$ cat src/rtl/clock_timebase_ctrl.sv
// Mode sequencer and BCD sec/min/hr counter chain for the lab digital clock.
// Every rollover is produced synchronously in the CP domain; a 3-state FSM handles time setting.
module clock_timebase_ctrl #(
    parameter int HOUR_MOD = 24
) (
    input  logic       CP,
    input  logic       CR_n,
    input  logic       tick,
    input  logic       mode_btn,
    input  logic       inc_btn,
    output logic [3:0] sec_lo,
    output logic [3:0] sec_hi,
    output logic [3:0] min_lo,
    output logic [3:0] min_hi,
    output logic [3:0] hr_lo,
    output logic [3:0] hr_hi,
    output logic [1:0] mode,
    output logic       blink,
    output logic       hour_pulse
);

    typedef enum logic [1:0] {
        RUN     = 2'b00,
        SET_HR  = 2'b01,
        SET_MIN = 2'b10
    } mode_t;

    localparam logic [3:0] HR_MAX_HI = 4'((HOUR_MOD - 1) / 10);
    localparam logic [3:0] HR_MAX_LO = 4'((HOUR_MOD - 1) % 10);

    mode_t      state_q, state_d;
    logic [3:0] sec_lo_d, sec_hi_d, min_lo_d, min_hi_d, hr_lo_d, hr_hi_d;
    logic       blink_d, hour_pulse_d;
    logic       sec_wrap, min_wrap;

    function automatic logic [7:0] inc_mod60(input logic [3:0] hi, input logic [3:0] lo);
        if (lo != 4'd9) return {hi, lo + 4'd1};
        if (hi != 4'd5) return {hi + 4'd1, 4'd0};
        return 8'h00;
    endfunction

    // Hours wrap on the combined two-digit value, so 19->20 carries but 23->00 wraps.
    function automatic logic [7:0] inc_hour(input logic [3:0] hi, input logic [3:0] lo);
        if (hi == HR_MAX_HI && lo == HR_MAX_LO) return 8'h00;
        if (lo == 4'd9) return {hi + 4'd1, 4'd0};
        return {hi, lo + 4'd1};
    endfunction

    assign sec_wrap = (sec_hi == 4'd5) && (sec_lo == 4'd9);
    assign min_wrap = (min_hi == 4'd5) && (min_lo == 4'd9);
    assign mode     = state_q;

    always_comb begin
        // NOTE: every combinational output gets a default first, so no path can infer a latch.
        state_d      = state_q;
        sec_lo_d     = sec_lo;
        sec_hi_d     = sec_hi;
        min_lo_d     = min_lo;
        min_hi_d     = min_hi;
        hr_lo_d      = hr_lo;
        hr_hi_d      = hr_hi;
        blink_d      = blink;
        hour_pulse_d = 1'b0;

        case (state_q)
            RUN: begin
                blink_d = 1'b0;
                if (tick) begin
                    {sec_hi_d, sec_lo_d} = inc_mod60(sec_hi, sec_lo);
                    if (sec_wrap) begin
                        {min_hi_d, min_lo_d} = inc_mod60(min_hi, min_lo);
                        if (min_wrap) begin
                            {hr_hi_d, hr_lo_d} = inc_hour(hr_hi, hr_lo);
                            hour_pulse_d       = 1'b1;
                        end
                    end
                end
                if (mode_btn) state_d = SET_HR;
            end
            SET_HR: begin
                if (tick) blink_d = ~blink;
                if (mode_btn) state_d = SET_MIN;
                else if (inc_btn) {hr_hi_d, hr_lo_d} = inc_hour(hr_hi, hr_lo);
            end
            SET_MIN: begin
                if (tick) blink_d = ~blink;
                if (mode_btn) begin
                    state_d  = RUN;
                    blink_d  = 1'b0;
                    sec_lo_d = 4'd0;
                    sec_hi_d = 4'd0;
                end else if (inc_btn) begin
                    {min_hi_d, min_lo_d} = inc_mod60(min_hi, min_lo);
                end
            end
            default: begin
                // Upset into the unused encoding: recover to RUN, time untouched.
                state_d = RUN;
                blink_d = 1'b0;
            end
        endcase
    end

    always_ff @(posedge CP or negedge CR_n) begin
        if (!CR_n) begin
            state_q    <= RUN;
            sec_lo     <= 4'd0;
            sec_hi     <= 4'd0;
            min_lo     <= 4'd0;
            min_hi     <= 4'd0;
            hr_lo      <= 4'd0;
            hr_hi      <= 4'd0;
            blink      <= 1'b0;
            hour_pulse <= 1'b0;
        end else begin
            // NOTE: non-blocking assignments so all registers update together from pre-edge values.
            state_q    <= state_d;
            sec_lo     <= sec_lo_d;
            sec_hi     <= sec_hi_d;
            min_lo     <= min_lo_d;
            min_hi     <= min_hi_d;
            hr_lo      <= hr_lo_d;
            hr_hi      <= hr_hi_d;
            blink      <= blink_d;
            hour_pulse <= hour_pulse_d;
        end
    end

endmodule

$ cat config.mk
export PLATFORM = sky130hd
export DESIGN_NAME = clock_timebase_ctrl
export DESIGN_NICKNAME = d
export VERILOG_FILES = /design/src/rtl/clock_timebase_ctrl.sv
export SDC_FILE = /design/constraint.sdc
export NUM_CORES = 1
export LEC_CHECK = 0
export ABC_AREA = 1
export ABC_CLOCK_PERIOD_IN_PS = 1500
export CAP_MARGIN = 20
export CORE_ASPECT_RATIO = 1.5
export CORE_MARGIN = 2
export CORE_UTILIZATION = 48
export CTS_BUF_LIST = sky130_fd_sc_hd__clkbuf_8
export DETAILED_ROUTE_END_ITERATION = 7
export PLACE_DENSITY = 0.78
export SETUP_SLACK_MARGIN = 0.05
export SYNTH_ARGS = -nofsm -noshare
export SYNTH_HDL_FRONTEND = slang
export SYNTH_SLANG_ARGS = --single-unit
$ cat constraint.sdc
create_clock -name CP -period 1.5 [get_ports CP]
set_clock_uncertainty 0.1 [all_clocks]
set_input_delay 0.15 -clock CP [delete_from_list [all_inputs] [get_ports CP]]
set_output_delay 0.15 -clock CP [all_outputs]
set_load 0.1 [all_outputs]
==> impl_metrics.toml <==
[final_layout]
total_area_of_multi_input_combinational_cells_sq_um = 1110
num-nets-final = 310
final.fill_count = 127
final_common_cell = "sky130_fd_sc_hd__buf_4"
n_antenna_cell = 0
layoutNonFillerInstCount = 335
layout_common_cells = "sky130_fd_sc_hd__buf_4, sky130_fd_sc_hd__nand2_1, sky130_fd_sc_hd__buf_12, sky130_fd_sc_hd__inv_1, sky130_fd_sc_hd__dfrtp_2"
final_core_occ_pct = 90.4
area_growth_pct = 82.0
drive_above_1_share_pct = 55.3
sequential_cell_area_sq_um = 744

[clock_tree]
worst_skew_pair.late_latency_ps = 280
cts_buffers = 3
cts_sinks = 28
htree_levels = 1
clk_root_buf = "sky130_fd_sc_hd__clkbuf_8"
max-clock-path-buffers = 2
cts.reportedPaths.clkPinSlew_ps = 100
tritoncts = "built"

[sta]
report.final.slew_viol_count = 0
number_of_hold_violations_in_the_final_report = 0
final-setup-viol-count = 28
maximum_clock_rate_mhz = 535
finalWorstSetupSlack_ps = -370
worst_pin_slew_ps = 412
rsz0062_at_grt = "true"
post-route-min-period_ps = 1870
relSlewSlack_pct = 72.3
finalSetupTns_ps = -5680
layout_worst_path_cycle_share_pct = 125

[synthesis]
ys_types = 26
postSynthCellCount = 210
yosys.area.top_type_share_pct = 41.7
synth_area_leader_cell = "sky130_fd_sc_hd__dfrtp_1"
top_cells_by_area_synth = "sky130_fd_sc_hd__dfrtp_1, sky130_fd_sc_hd__nand2_1, sky130_fd_sc_hd__ha_1"
postSynthRegisterBits = 28
average_footprint_of_a_synthesized_cell_sq_um = 8.00
syn_nets = 226
yosysWarnings = 0
synth_sequential_area_ratio_pct = 41.7
post_synth_instance_area_sq_um = 1680

[global_routing]
grt_start_max_net_pins = 29
grt_antenna_before_repair = 0
first_pass_grt_wire_length_mm = 8.54
grt_overflow = 0
via_count_of_the_first_global_routing_pass = 1892
grt.total_usage_pct = 28.1

[die]
chipWidth_um = 52.3
die_h_um = 76.5
core_region_area_sq_um = 3380
start_util_pct = 49.7
die-area_sq_um = 4000
io-pin-count = 33
floorplan.rows = 26

[power_and_ir_drop]
powerDensity_nw_per_um2 = 2330
power.static_leakage_nw = 1.44
peakVddDrop_mv = 2.14

[critical_path]
start_to_end_type_of_the_worst_setup_path = "reg -> reg"
crit_arrival_ps = 1980
critPathRequiredTime_ps = 1610
startpoint_type = "flip-flop"
critical_path.max_fanout = 5
setup.worst_path.end_class = "flip-flop"

[routing]
finalWirelength_mm = 6.70
drc_errors = 0
drtAntennaViolNets = 0
first_pass_iters = 4
via_count = 1895
wl_per_cell_um = 20.0
initialDrtViolationCount = 109
avgViaCountPerCell = 5.66

[placement]
port-buffer-count = 32
placed_instances = 319
hpwlAfterDp_mm = 3.31
finalWeightedCongestion = 0.766

[status]
failed_checks = "setup timing"
result_of_the_run = "finished with violations"

[run]
drv_cap = 0

[min_path]
worst_hold_path_type = "in -> async"
## layer usage
metal	wire, um	vias up	track usage (%)	part of all wire, %
met5	0	-	0	0
met4	374	0	17.7	5.6
met3	338	36	2.75	5.0
met2	3630	101	48.3	54
met1	2360	925	31.5	35
li1	-	833	-	-
## cells in the mapped netlist
cell and count:
sky130_fd_sc_hd__nand2_1 54, sky130_fd_sc_hd__inv_1 29, sky130_fd_sc_hd__dfrtp_1 28, sky130_fd_sc_hd__o21ai_0 15, sky130_fd_sc_hd__nor2_1 14, sky130_fd_sc_hd__ha_1 11
sky130_fd_sc_hd__nand3_1 9, sky130_fd_sc_hd__xor2_1 9, sky130_fd_sc_hd__nor2_2 7, sky130_fd_sc_hd__nand4_1 5, sky130_fd_sc_hd__o21ai_1 5, sky130_fd_sc_hd__nand2_2 4
sky130_fd_sc_hd__a21oi_1 2, sky130_fd_sc_hd__nand3_2 2, sky130_fd_sc_hd__nor3_1 2, sky130_fd_sc_hd__o21bai_1 2, sky130_fd_sc_hd__o22ai_1 2, sky130_fd_sc_hd__xnor2_1 2
sky130_fd_sc_hd__a21oi_4 1, sky130_fd_sc_hd__clkinv_1 1, sky130_fd_sc_hd__inv_2 1, sky130_fd_sc_hd__nand2_4 1, sky130_fd_sc_hd__nand3b_1 1, sky130_fd_sc_hd__nor2_4 1
sky130_fd_sc_hd__o21ai_2 1, sky130_fd_sc_hd__or2_2 1
## flip-flops by register name, summed over array words and instances (netlist names)
| name | flops |
|---|---|
| min_lo | 4 |
| hour_pulse | 1 |
| hr_hi | 4 |
| mode | 2 |
| sec_hi | 4 |
| min_hi | 4 |
| sec_lo | 4 |
| hr_lo | 4 |
| blink | 1 |
## critical path, stage by stage, from the launching register on
cell	delay, ps
sky130_fd_sc_hd__dfrtp_4	470
sky130_fd_sc_hd__inv_4	60
sky130_fd_sc_hd__ha_4	190
sky130_fd_sc_hd__inv_1	130
sky130_fd_sc_hd__nor2_4	60
sky130_fd_sc_hd__nor2_4	180
sky130_fd_sc_hd__nand2_4	110
sky130_fd_sc_hd__o21ai_0	250
sky130_fd_sc_hd__nand2_1	110
sky130_fd_sc_hd__nor2_1	140
## layout make-up
cell class                      count  share of cell area (%)
Multi-Input combinational cell    151                    36.3
Inverter                           31                    4.30
Sequential cell                    28                    24.3
Clock inverter                      1                   0.123
Timing Repair Buffer               79                    31.9
Clock buffer                        3                    1.35
Tap cell                           42                    1.72
## worst paths after layout
path                            slack, ps  depth (start not counted)                  from                    end
worst min-delay path                  150                          2                  CR_n   hr_lo[3]$_DFFE_PN0P_
worst max-delay path                 -370                          9   mode[1]$_DFFE_PN0P_  sec_lo[2]$_DFFE_PN0P_
worst max register to register       -370                          9   mode[1]$_DFFE_PN0P_  sec_lo[2]$_DFFE_PN0P_
worst min register to register        480                          2  hr_lo[0]$_DFFE_PN0P_   hr_lo[0]$_DFFE_PN0P_
max in group asynchronous             860                          2                  CR_n  sec_lo[1]$_DFFE_PN0P_
min in group CP                       480                          2  hr_lo[0]$_DFFE_PN0P_   hr_lo[0]$_DFFE_PN0P_
## metrics by stage
step | hold WS, ps | setup WS (ps) | instance area (sq um) | power, mW
global route | 195 | -410 | 3060 | 7.38
global placement | 421 | -131 | 2700 | 5.49
CTS | 162 | -174 | 2890 | 6.33
floorplan | -246 | -297 | 1780 | 3.88
finish | 147 | -370 | 3060 | 7.12
detailed placement | 428 | -195 | 2700 | 5.59
## timing repair
item	4_1_cts	5_1_grt
hold buffers	0	0
resized for setup	25	41
hold endpoints to repair	0	0
setup endpoints to repair	28	29
setup buffers	7	5
pin swaps	16	15
## power by group
| part | switching, mW | total (mW) | internal, mW | leakage (nW) |
|---|---|---|---|---|
| Combinational | 3.28 | 5.34 | 2.07 | 1.08 |
| Sequential | 0.306 | 1.33 | 1.03 | 0.339 |
| Clock | 0.255 | 0.440 | 0.185 | 0.0269 |
## kinds of logic after synthesis
group	share of synthesized area [%]
XOR/XNOR	5.73
adder cells (fa/ha/maj)	8.19
flip-flops	41.7
AO/OA/AOI/OAI	9.68
AND/OR/NAND/NOR	27.8
buffers and inverters	6.92
Power figures use the tool's default switching activity.
